$ cat src/rtl/text_letter_frontend.sv
// text_letter_frontend
// Front end of the hyperdimensional language classifier. It takes raw ASCII
// bytes for one text, maps them to letter codes, and buffers the codes in a
// small FIFO. It presents them to the HD encoder one beat at a time, then
// sequences rst_RI/textDone at the end of the text.
module text_letter_frontend #(
  parameter int MAXLETTERS     = 27,
  parameter int FIFO_DEPTH     = 4,
  parameter bit FOLD_CASE      = 1'b1,
  parameter bit COLLAPSE_SPACE = 1'b1,
  parameter int CNT_W          = 16
) (
  input  logic             clk,
  input  logic             rst,
  input  logic             char_valid,
  input  logic [7:0]       char_data,
  input  logic             char_last,
  output logic             char_ready,
  input  logic             hd_ready,
  input  logic             next_text,
  output logic             letterReady,
  output logic [4:0]       inputLetter,
  output logic             textDone,
  output logic             rst_RI,
  output logic [CNT_W-1:0] unknown_count,
  output logic [CNT_W-1:0] letter_count,
  output logic             busy
);

  localparam int         AW         = $clog2(FIFO_DEPTH);
  localparam logic [4:0] SPACE_CODE = 5'(MAXLETTERS - 1);

  typedef enum logic [2:0] {
    IDLE,
    STREAM,
    DRAIN,
    DONE,
    HOLD
  } state_t;

  state_t state;

  // FIFO storage and pointers; the extra pointer bit tells full from empty.
  logic [4:0]  mem [FIFO_DEPTH];
  logic [AW:0] wr_ptr;
  logic [AW:0] rd_ptr;
  logic        fifo_empty;
  logic        fifo_full;

  // Byte classification.
  logic       is_lower;
  logic       is_upper;
  logic       is_space;
  logic       is_known;
  logic       drop_space;
  logic [4:0] byte_code;
  logic       last_space;

  logic accept;
  logic push;
  logic pop;

  assign fifo_empty = (wr_ptr == rd_ptr);
  assign fifo_full  = (wr_ptr[AW] != rd_ptr[AW]) &&
                      (wr_ptr[AW-1:0] == rd_ptr[AW-1:0]);

  // Depends only on state and occupancy, never on char_valid, so the upstream
  // handshake carries no combinational loop. Held low while rst is asserted.
  assign char_ready = !rst && ((state == IDLE) || (state == STREAM)) && !fifo_full;
  assign accept     = char_valid && char_ready;

  assign is_lower   = (char_data >= 8'h61) && (char_data <= 8'h7a);
  assign is_upper   = FOLD_CASE && (char_data >= 8'h41) && (char_data <= 8'h5a);
  assign is_space   = (char_data == 8'h20);
  assign is_known   = is_lower || is_upper || is_space;
  // 'a' and 'A' both have 5'd1 in their low five bits, so one subtract maps both cases.
  assign byte_code  = is_space ? SPACE_CODE : (char_data[4:0] - 5'd1);
  assign drop_space = COLLAPSE_SPACE && is_space && last_space;

  assign push = accept && is_known && !drop_space;
  assign pop  = !fifo_empty && hd_ready && ((state == STREAM) || (state == DRAIN));

  assign busy = (state != IDLE);

  // FIFO storage write port.
  // NOTE: the storage array has no reset; only the pointers define its contents.
  always_ff @(posedge clk) begin
    if (push) begin
      mem[wr_ptr[AW-1:0]] <= byte_code;
    end
  end

  // FIFO pointer bookkeeping.
  // NOTE: every sequential block uses non-blocking assignments so that all
  // registers update from the values before the edge.
  always_ff @(posedge clk) begin
    if (rst) begin
      wr_ptr <= '0;
      rd_ptr <= '0;
    end else begin
      if (push) wr_ptr <= wr_ptr + (AW+1)'(1);
      if (pop)  rd_ptr <= rd_ptr + (AW+1)'(1);
    end
  end

  // Output stage: the popped head becomes a registered beat for the encoder.
  always_ff @(posedge clk) begin
    if (rst) begin
      letterReady <= 1'b0;
      inputLetter <= '0;
    end else begin
      letterReady <= pop;
      if (pop) inputLetter <= mem[rd_ptr[AW-1:0]];
    end
  end

  // Text sequencing FSM with registered rst_RI/textDone, counters and space tracker.
  always_ff @(posedge clk) begin
    if (rst) begin
      state         <= IDLE;
      rst_RI        <= 1'b0;
      textDone      <= 1'b0;
      unknown_count <= '0;
      letter_count  <= '0;
      last_space    <= 1'b0;
    end else begin
      textDone <= 1'b0;

      if (accept && !is_known && (unknown_count != '1)) begin
        unknown_count <= unknown_count + CNT_W'(1);
      end
      if (pop && (letter_count != '1)) begin
        letter_count <= letter_count + CNT_W'(1);
      end
      if (push) begin
        last_space <= is_space;
      end

      case (state)
        IDLE: begin
          if (accept) begin
            rst_RI <= 1'b1;
            state  <= char_last ? DRAIN : STREAM;
          end
        end
        STREAM: begin
          if (accept && char_last) state <= DRAIN;
        end
        DRAIN: begin
          // Wait until the last beat has been presented before signalling done.
          if (fifo_empty && !letterReady) begin
            state    <= DONE;
            textDone <= 1'b1;
          end
        end
        DONE: begin
          state <= HOLD;
        end
        HOLD: begin
          if (next_text) begin
            state         <= IDLE;
            rst_RI        <= 1'b0;
            unknown_count <= '0;
            letter_count  <= '0;
            last_space    <= 1'b0;
          end
        end
        default: state <= IDLE;
      endcase
    end
  end

endmodule
$ cat config.mk
export PLATFORM = sky130hd
export DESIGN_NAME = text_letter_frontend
export DESIGN_NICKNAME = d
export VERILOG_FILES = /design/src/rtl/text_letter_frontend.sv
export SDC_FILE = /design/constraint.sdc
export NUM_CORES = 1
export LEC_CHECK = 0
export ABC_AREA = 1
export CAP_MARGIN = 40
export CORE_MARGIN = 2
export CORE_UTILIZATION = 51
export CTS_BUF_LIST = sky130_fd_sc_hd__clkbuf_4 sky130_fd_sc_hd__clkbuf_8
export DETAILED_ROUTE_END_ITERATION = 12
export PLACE_DENSITY = 0.86
export SYNTH_ARGS = -nofsm -noshare
export SYNTH_HDL_FRONTEND = slang
export SYNTH_SLANG_ARGS = --single-unit
$ cat constraint.sdc
create_clock -name clk -period 1.7 [get_ports clk]
set_input_delay 0.255 -clock clk [delete_from_list [all_inputs] [get_ports clk]]
set_output_delay 0.255 -clock clk [all_outputs]
set_load 0.02 [all_outputs]
=== Word level (Yosys, flattened, before mapping) ===
Memory sizes are Yosys's and may differ from the RTL's. A register that Yosys moved wholly into a read port is not among the register bits.
Index checks and enable logic that the tools add are counted.

* Reduce and logical (&&, ||, !) cells: 32
* Equality and inequality tests: 14
* Magnitude comparators: 4
* Add/sub/neg operators: 5
* Bitwise logic cells: 1
* Multiplexer cells: 22

{| class="wikitable"
|+ Operators with widths
! cell !! number
|-
| $mux W16 || 6
|-
| $add A16 B1 Y16 const B || 2
|-
| $ne A16 B16 Y1 const B || 2
|-
| $ge A8 B7 Y1 const B || 2
|-
| $le A8 B7 Y1 const B || 2
|-
| $logic_and A1 B1 Y1 || 16
|-
| $pmux W3 S5 || 1
|-
| $mux W3 || 4
|-
| $eq A8 B6 Y1 const B || 1
|-
| $mux W1 || 8
|-
| $add A3 B1 Y3 const B || 2
|-
| $eq A3 B2 Y1 const B || 2
|-
| $logic_not A1 Y1 || 6
|-
| $mux W5 || 1
|-
| $sub A5 B1 Y5 const B || 1
|-
| $logic_or A1 B1 Y1 || 4
|-
| $ne A2 B1 Y1 const B || 2
|-
| $ne A2 B2 Y1 const B || 2
|-
| $reduce_and A4 Y1 || 1
|-
| $eq A3 B1 Y1 const B || 1
|-
| $eq A3 B3 Y1 || 1
|-
| $eq A3 B3 Y1 const B || 1
|-
| $logic_not A3 Y1 || 1
|-
| $reduce_and A3 Y1 || 1
|-
| other kinds (8) || 8
|}

* Input port bits: 14
* Output and inout bits: 42
* RAM bits: 20
* Memories kept: 1
* Logic and storage cells: 88
* Bits in registers: 45

{| class="wikitable"
|+ Memory list
! memory !! depth !! bits a word !! read ports !! clocked after memory_dff !! wr ports !! RTL line !! source
|-
| mem || 4 || 5 || 1 || 1 || 1 || 44 || <nowiki>logic [4:0] mem [FIFO_DEPTH];</nowiki>
|}

=== Logic depth before layout (Yosys ltp) ===
Gate-level depths: netlist of the first run.

* Depth after elaboration: 10
* Gate-level depth with buffers: 14
* Gate-level depth less buffers: 13

=== Worst setup path after synthesis of the first run ===
No wires, ideal clock.

* Kind: input port to flip-flop
* Start: input port char_data[0]
* End: memory mem[0][0], enable pin
* Stages on the path: 9
* Setup time: 0.339 ns
* Path buffers: 0
* Setup slack: -0.090 ns
* Arrival: 1.450 ns
* Required time: 1.361 ns
* Cells stage by stage: inv_1 ha_1 nand4_1 nand2_1 nor2_1 nor2_4 nor2_2 nand2_2 nor2_1

* Longest elaborated chain between the ends: 8
* Elaborated cells on any way between the ends: 15
* Those cells by class: order compare: 4; eq/ne: 1; mux: 2; reduce/logical: 8

{| class="wikitable"
|+ RTL lines
! item !! RTL line !! source
|-
| start, declared || 16 || <nowiki>input logic [7:0] char_data,</nowiki>
|-
| $ge A8 B7 Y1 (tied with other cells) || 72 || <nowiki>assign is_lower = (char_data >= 8'h61) && (char_data <= 8'h7a);</nowiki>
|-
| $logic_and A1 B1 Y1 (on tied branches) || 72, 73 ||
|-
| $logic_or A1 B1 Y1 (2 in series) || 75 || <nowiki>assign is_known = is_lower || is_upper || is_space;</nowiki>
|-
| $logic_and A1 B1 Y1 || 80 || <nowiki>assign push = accept && is_known && !drop_space;</nowiki>
|-
| $logic_and A1 B1 Y1 (*) || 80 ||
|-
| $mux W1 (*) || 88 || <nowiki>if (push) begin</nowiki>
|-
| $mux W1 (not written as such) (*) || 89 || <nowiki>mem[wr_ptr[AW-1:0]] <= byte_code;</nowiki>
|-
| end, declared || 44 ||
|}

Mark *: on every way between the ends. The rest lies on a longest branch, timed or not.

=== Final worst setup path of the first run ===
* Start: register wr_ptr[2]
* End: memory mem[1][1], enable pin

* Longest elaborated chain between the ends: 9

{| class="wikitable"
|+ RTL lines
! item !! RTL line !! source
|-
| start, declared || 45 || <nowiki>logic [AW:0] wr_ptr;</nowiki>
|-
| start signal, assigned || 101 || <nowiki>if (push) wr_ptr <= wr_ptr + (AW+1)'(1);</nowiki>
|-
| $ne A1 B1 Y1 || 64 || <nowiki>assign fifo_full = (wr_ptr[AW] != rd_ptr[AW]) &&</nowiki>
|-
| $logic_and A1 B1 Y1 || 64 ||
|-
| $logic_not A1 Y1 || 69 || <nowiki>assign char_ready = !rst && ((state == IDLE) || (state == STREAM)) && !fifo_full;</nowiki>
|-
| $logic_and A1 B1 Y1 || 69 ||
|-
| $logic_and A1 B1 Y1 || 70 || <nowiki>assign accept = char_valid && char_ready;</nowiki>
|-
| $logic_and A1 B1 Y1 (2 in series) || 80 ||
|-
| $mux W1 || 88 ||
|-
| $mux W1 (not written as such) || 89 ||
|}

No other way between the ends.

==> results of run 1 <==
worst max-delay path: stages (launching register included):
cell,delay [ns]
dfxtp_4,0.37
xor2_4,0.19
nand3_2,0.10
buf_6,0.11
nand3_4,0.11
nor2_4,0.18
nand2_4,0.11
nor2_1,0.10
buf_4,0.14
layer usage:
layer,GRT usage,up-vias
met3,0.0448,22
met4,0.0972,0
li1,-,1939
met2,0.437,161
met1,0.286,1835
met5,0,-
sequential cells by signal (all words and copies together) (netlist names):
name,cells
inputLetter,5
last_space,1
letterReady,1
letter_count,16
mem,20
rd_ptr,3
rst_RI,1
state,3
textDone,1
unknown_count,16
wr_ptr,3
cell type report:
type | count | area (sq um) | area share
clock buffers | 9 | 124 | 0.0226
flip-flops and latches | 70 | 1620 | 0.296
inverters | 73 | 277 | 0.0505
repair buffers | 118 | 1070 | 0.195
well taps | 99 | 124 | 0.0226
multi-input cells | 373 | 2140 | 0.390
clock inverters | 7 | 121 | 0.0222
stage by stage:
stage	TNS (ns)	util	instances	total power, uW
floorplan	-1.80	-	526	2380
finish	0	0.746	749	4380
global placement	-20.95	0.670	724	2660
global route	-0.891	0.746	749	4560
CTS	0	0.713	745	4350
detailed placement	-25.81	0.670	724	2690
how the worst max path moves through the flow:
stage | to | slack [ns]
2_1_floorplan | mem[0][0] | -0.09
3_3_place_gp | mem[3][4] | -0.50
3_5_place_dp | mem[2][2] | -0.61
4_1_cts | unknown_count[13] | 0.0002
5_1_grt | mem[1][2] | -0.07
6_report | mem[1][1] | 0.01
report_power, final:
part           switching, uW  internal, uW  total, uW
Clock                    694           979       1670
Sequential              61.5          1780       1840
Combinational            524           346        870
Total                   1280          3100       4380
cells by family after synthesis:
logic type                 count (synthesis)
and+or+nand+nor                          277
buffers and inverters                     84
DFF                                       70
AOI/OAI and AO/OA                         68
xor gates and xnor gates                  16
adders and majority gates                 11
repair_timing:
item,CTS,global route
gates resized for setup,28,66
setup buffers,5,4
hold buffers,0,0
pin swaps,8,20
endpoints found under the setup margin,49,65
cloned,0,1
cells in the mapped netlist, types with 2 or more instances:
cell type,instances
nand3_4,2
nand2_1,103
nor3_1,13
o21ai_0,27
nand3_1,29
a31oi_1,5
nand3b_1,5
nor2_1,92
ha_1,11
buf_6,7
a21oi_1,24
nor2_4,5
inv_2,9
edfxtp_1,20
inv_1,63
xnor2_1,3
dfxtp_1,50
o211ai_1,7
nor2_2,6
nand2_2,5
xor2_1,12
clkbuf_1,3
nand4_1,12
nand3_2,2
==> flow_summary.toml, run 1 <==
[critical_path]
startpoint = "wr_ptr[2]"
ff2ff_setup_slack_ns = 0.01
critPathKind = "flop to flop"
startpoint_type = "flop"
r2r-start = "wr_ptr[2]"
crit_required_ns = 1.78
r2r_end = "mem[1][1]"
reg2reg_depth = 8
arrival_ns = 1.76
cp-end-kind = "flop"
crit_path_max_fanout = 5

[layout]
layout_commonest_cell = "nand2_1"
fillCellCount = 502
post-route-cell-area_sq_um = 5470
drive_gt1_frac = 0.245
mostFrequentLayoutCells = "99 x nand2_1, 85 x nor2_1, 60 x inv_1, 58 x buf_4, 42 x dfxtp_1"
area_growth_syn_to_layout_pct = 40.1
nets = 670
diodes = 0

[detailed_routing]
wl_met2_um = 5380
wl_per_cell_um = 13.8
drt_iter0_markers = 258
drt-total-wl_um = 10400
vias_per_cell = 5.28
vias = 3957
drc_errors = 0
detail-route-antenna-nets = 0
route.met3.wl_um = 591
top_layer_used = "met4"
first_pass_iters = 5
wl_met1_um = 4210

[floorplan]
die_y_um = 91.5
die_w_um = 91.5
start_util = 0.533
dieArea_sq_um = 8370
io_pins = 56
core-area_sq_um = 7330
row_count = 31

[clock_network]
clk_path_buf_depth = 2
cts_sinks = 70
clk_pin_slew_ns = 0.08
cts_tree = "done"
htreeDepth = 3
root_buffer = "clkbuf_8"
cts_inserted_buffers = 9
clk_latency_ns = 0.35

[place]
place_area_sq_um = 4910
io_buffers = 55
dp_slack_ns = -0.611
gp_congestion = 0.903
hpwlAfterDp_um = 6970

[sta]
clock_skew_ns = 0.00770
setup_slack_ns = 0.0129
clock.fmax_ghz = 0.593
rsz0062_at_grt = "yes"
finalSetupViolCount = 0
hold_viol = 0
relSlewSlack = 0.676
fin_crit_sh = 0.992
drv_slew = 0
tightest_slew_ns = 0.483
hold_ws_ns = 0.464
final.min_clock_period_ns = 1.69

[min_path]
holdCritPathClass = "flop to flop"
min_from = "rst_RI"
min_to = "rst_RI"
hold_depth = 2

[flow_run]
maxCapViolCount = 0

[grt]
grt_pass1_vias = 3854
groute.usage.overall = 0.244
grt_pass1_wl_um = 16700
overflow = 0
grt_max_degree = 20
antenna_found_initial = 0

[logic_synthesis]
synthXorXnorAreaFrac = 0.0378
yosysTopAreaCell = "dfxtp_1"
yosys_warnings = 0
postSynthCellCount = 526
avgSynthCellArea_sq_um = 7.42
synth_compound_area_frac = 0.0987
ys_top_cells_by_area = "dfxtp_1 26%, edfxtp_1 15%, nand2_1 9.9%"
synth-async-reset-ratio = 0
synth_ff_type = "dfxtp_1"
postSynthRegisterBits = 70
synth_area_sq_um = 3900
synthMuxAreaShare = 0
synth_cell_types = 35
synth_seq_area_share = 0.410
syn-num-nets = 551
synth_top_area_share = 0.256
synth_edf_count = 20
synthAdderAreaFrac = 0.0353
synth-simple-area-share = 0.323
synth_top_family_by_area = "simple AND/OR/NAND/NOR gates"

[power_and_ir_drop]
cellPowerDensity_nw_per_um2 = 801
vdd_drop_max_mv = 0.553
leakage_uw = 0.00251

[outcome]
status = "finished clean"
Power figures use the tool's default switching activity.
==> run 2, diff against run 1 <==
--- a/config.mk
+++ b/config.mk
@@ -7,7 +7,6 @@
 export LEC_CHECK = 0
 export ABC_AREA = 1
 export CAP_MARGIN = 40
-export CORE_MARGIN = 2
 export CORE_UTILIZATION = 51
 export CTS_BUF_LIST = sky130_fd_sc_hd__clkbuf_4 sky130_fd_sc_hd__clkbuf_8
 export DETAILED_ROUTE_END_ITERATION = 12
==> flow_summary.toml, run 2 (synthesized netlist as in run 1, its figures left out) <==
[critical_path]
cp-end-kind = "flop"
arrival_ns = 1.78
crit_path_max_fanout = 5
critPathKind = "flop to flop"
r2r_end = "mem[2][2]"
ff2ff_setup_slack_ns = -0.01
crit_required_ns = 1.77
r2r-start = "rd_ptr[0]"
startpoint_type = "flop"
reg2reg_depth = 8

[layout]
layout_commonest_cell = "nand2_1"
largest_register_ffs = 20
mostFrequentLayoutCells = "100 x nand2_1, 84 x nor2_1, 67 x buf_4, 59 x inv_1, 44 x dfxtp_1"
diodes = 0
final_core_util = 0.749
area_growth_syn_to_layout_pct = 40.6
nets = 681
drive_gt1_frac = 0.256

[sta]
tightest_slew_ns = 0.460
finalSetupViolCount = 5
setup_slack_ns = -0.0131
hold_viol = 0
fin_crit_sh = 1.01
clock_skew_ns = 0.00687
drv_slew = 0
final.min_clock_period_ns = 1.71
hold_ws_ns = 0.458
clock.fmax_ghz = 0.584
relSlewSlack = 0.690

[power_and_ir_drop]
vdd_drop_max_mv = 0.482
pwr-share-seq = 0.449
p_int_uw = 2860
switchingPower_uw = 1220
leakage_uw = 0.00256
pwr-share-comb = 0.220
swShare = 0.300
clockPowerShare = 0.331
cellPowerDensity_nw_per_um2 = 743

[flow_run]
maxCapViolCount = 0

[detailed_routing]
first_pass_iters = 5
drt_iter0_markers = 327
vias = 3983
vias_per_cell = 5.25
detail-route-antenna-nets = 0
wl_per_cell_um = 14.2
drc_errors = 0
drt-total-wl_um = 10700

[clock_network]
clk_path_buf_depth = 2
clk_latency_ns = 0.35
cts_tree = "done"
htreeDepth = 3
postCtsHoldBufs = 0
root_buffer = "clkbuf_8"
cts_sinks = 70
clk_pin_slew_ns = 0.08
cts_inserted_buffers = 9

[outcome]
status = "finished, violations left"
violations = "setup timing"

[grt]
overflow = 0
groute.usage.overall = 0.261
grt_max_degree = 20
grt_pass1_wl_um = 16000
antenna_found_initial = 0
grt_pass1_vias = 3714

[place]
gp_congestion = 0.879
hpwlAfterDp_um = 7020
io_buffers = 55

[floorplan]
io_pins = 56
die_y_um = 89.5
dieArea_sq_um = 8010
die_w_um = 89.5
start_util = 0.533
row_count = 31
core-area_sq_um = 7330

[min_path]
holdCritPathClass = "flop to flop"
min_from = "rst_RI"
min_to = "rst_RI"
hold_depth = 2
[run 2: how the worst max path moves through the flow]
stage	cells past startpoint	end	from
after floorplan	9	mem[0][0]	char_data[0]
final	8	mem[2][2]	rd_ptr[0]
after global placement	11	mem[3][2]	char_data[0]
after CTS	5	char_ready	rd_ptr[1]
after global routing	8	mem[2][2]	rd_ptr[0]
after detailed placement	11	mem[0][2]	char_data[0]
[run 2: timing repair]
item                                    in CTS  in global routing
cloned                                       0                  2
endpoints found under the hold margin        0                  0
setup buffers                                2                  9
pin swaps                                    8                 20
endpoints found under the setup margin      51                 65
gates resized for setup                     31                 63
[run 2: power by group through the flow]
stage,Clock (uW),Combinational [uW],Sequential (uW)
2_1_floorplan,0,484,1900
3_3_place_gp,0,806,1860
3_5_place_dp,0,839,1870
4_1_cts,1350,850,1830
5_1_grt,1440,993,1840
6_report,1350,897,1830
[run 2: stage by stage]
stage	TNS, ns	instances	total power [uW]	instance area, sq um	setup slack [ns]
2_1_floorplan	-1.80	526	2380	3910	-0.0899
3_5_place_dp	-25.69	731	2700	4950	-0.613
4_1_cts	-0.00915	748	4020	5240	-0.00915
3_3_place_gp	-20.51	731	2670	4950	-0.501
5_1_grt	-0.896	759	4270	5490	-0.0646
6_report	-0.0651	759	4080	5490	-0.0131
[run 2: routing by layer]
layer,wire length (um),up-vias,global-route usage
met5,0,-,0
met4,350,0,0.131
met3,579,47,0.0600
met2,5340,160,0.441
met1,4470,1822,0.311
li1,-,1954,-
[run 2: layout make-up]
| type | instances | area, sq um |
|---|---|---|
| clock inverters | 4 | 47.5 |
| flip-flops and latches | 70 | 1610 |
| inverters | 73 | 274 |
| multi-input cells | 374 | 2140 |
| fillers | 488 | 1840 |
| clock buffers | 11 | 145 |
| repair buffers | 128 | 1150 |
| well taps | 99 | 124 |
[run 2: critical path, stage by stage, from the launching register on]
cell and delay [ns]:
dfxtp_1 0.36, xnor2_2 0.18, nand3_2 0.11, buf_6 0.11
nand3_4 0.10, nor2_4 0.17, nand2_4 0.12, nor2_4 0.14
buf_6 0.12
==> run 3, diff against run 2 <==
--- a/config.mk
+++ b/config.mk
@@ -7,10 +7,11 @@
 export LEC_CHECK = 0
 export ABC_AREA = 1
 export CAP_MARGIN = 40
-export CORE_UTILIZATION = 51
+export CORE_ASPECT_RATIO = 1.5
+export CORE_UTILIZATION = 50
 export CTS_BUF_LIST = sky130_fd_sc_hd__clkbuf_4 sky130_fd_sc_hd__clkbuf_8
 export DETAILED_ROUTE_END_ITERATION = 12
-export PLACE_DENSITY = 0.86
+export PLACE_DENSITY = 0.85
 export SYNTH_ARGS = -nofsm -noshare
 export SYNTH_HDL_FRONTEND = slang
 export SYNTH_SLANG_ARGS = --single-unit
==> flow_summary.toml, run 3 (synthesized netlist as in run 1, its figures left out) <==
[outcome]
status = "finished clean"

[critical_path]
ff2ff_setup_slack_ns = 0.02
slowest_stage = "dfxtp_4"
startpoint = "state[1]"
crit_path_max_fanout = 5
r2r-start = "state[1]"
path_cells = "nor3_4 -> buf_6 -> nand3_4 -> buf_12 -> nor2_4 -> buf_6 -> nand2_2 -> nor2_2 -> nor2_1"
reg2reg_depth = 9
startpoint_type = "flop"
path_common_cell = "buf_6"
crit_required_ns = 1.95
arrival_ns = 1.94
critPathKind = "flop to flop"
max_stage_delay_ns = 0.37
cp-end-kind = "flop"
cp-endpoint = "unknown_count[11]"
r2r_end = "unknown_count[11]"

[clock_network]
htreeDepth = 3
clk_path_buf_depth = 2
postCtsHoldBufs = 0
root_buffer = "clkbuf_8"
cts_inserted_buffers = 9
clk_latency_ns = 0.36
cts_tree = "done"
clk_pin_slew_ns = 0.08
cts_sinks = 70

[layout]
nets = 672
layout_commonest_cell = "nand2_1"
largest_register_ffs = 20
drive_gt1_frac = 0.253
diodes = 0
mostFrequentLayoutCells = "94 x nand2_1, 85 x nor2_1, 59 x buf_4, 58 x inv_1, 43 x dfxtp_1"
area_growth_syn_to_layout_pct = 41.7

[power_and_ir_drop]
vdd_drop_max_mv = 0.795
cellPowerDensity_nw_per_um2 = 855
leakage_uw = 0.00255

[sta]
drv_slew = 0
tns_ns = 0
finalSetupViolCount = 0
fin_crit_sh = 0.991
rsz0062_at_grt = "yes"
clock.fmax_ghz = 0.594
setup_slack_ns = 0.0160
clock_skew_ns = 0.0105
final.min_clock_period_ns = 1.68
hold_viol = 0
hold_ws_ns = 0.472
tightest_slew_ns = 0.514
relSlewSlack = 0.654

[flow_run]
maxCapViolCount = 0

[floorplan]
row_count = 39
die_w_um = 74.1
core-area_sq_um = 7610
dieArea_sq_um = 8170
io_pins = 56
start_util = 0.513
die_y_um = 110

[detailed_routing]
wl_per_cell_um = 13.9
vias_per_cell = 5.18
first_pass_iters = 5
detail-route-antenna-nets = 0
drt_iter0_markers = 261
vias = 3903
drt-total-wl_um = 10400
drc_errors = 0

[grt]
grt_pass1_vias = 3708
overflow = 0
groute.usage.overall = 0.257
grt_pass1_wl_um = 16000
antenna_found_initial = 0
grt_max_degree = 20

[min_path]
holdCritPathClass = "flop to flop"

[place]
hpwlAfterDp_um = 7250
dp_slack_ns = -0.597
io_buffers = 55
gp_congestion = 0.883
## run 3: cell count changes in the layout (fill, tap and decap cells not counted), sizes merged, moves of 2 or more
cell	before	now
dlymetal6s2s	18	13
nand2	111	109
buf	74	66
bufinv	1	5
dlygate4sd2	5	11
clkbuf	14	12
## run 3: per-layer routing
layer  up-vias  wire, um  track usage
met5         -         0            0
met4         0       282        0.113
met3        26       486       0.0509
met2       126      5880        0.489
met1      1816      3800        0.265
li1       1935         -            -
## run 3: worst max-delay path, delay by kind of cell, from the launching register on
family / cells / cell delay [ns]
buf+inv: 3 / 0.45
flops: 1 / 0.37
simple gates: 6 / 0.76
## run 3: layout make-up
type                       count  area (sq um)
tap                          102           128
timing repair buffer         121          1100
fill                         550          2080
inverter                      73           277
sequential                    70          1620
clock inverter                 6           159
clock buffer                  10           131
multi-input combinational    372          2120
## run 3: stage by stage
step	area, sq um	util	total power, uW	std cells
after floorplan	3910	-	2380	526
after global placement	4940	0.649	2700	729
after detailed placement	4940	0.649	2730	729
after CTS	5300	0.696	4670	750
after global routing	5530	0.727	4910	754
final	5530	0.727	4730	754
## run 3: worst min-delay path by stage
stage                       from       end  slack, ns  depth (start not counted)
after CTS                 rst_RI    rst_RI       0.48                          2
final                     rst_RI    rst_RI       0.47                          2
after global routing      rst_RI    rst_RI       0.50                          2
after floorplan              rst  state[2]       0.32                          1
after global placement    rst_RI    rst_RI       0.45                          2
after detailed placement  rst_RI    rst_RI       0.46                          2
## run 3: where the power goes
part	switching, uW	total [uW]	leakage [uW]	internal, uW
sequential	61.0	1840	0.000588	1780
clock	670	1960	0.000144	1290
combinational	545	927	0.00182	382
## run 3: repair_timing
| item | in CTS | in global routing |
|---|---|---|
| setup endpoints to repair | 52 | 72 |
| setup buffers | 5 | 5 |
| resized for setup | 30 | 67 |
| pin swaps | 12 | 24 |
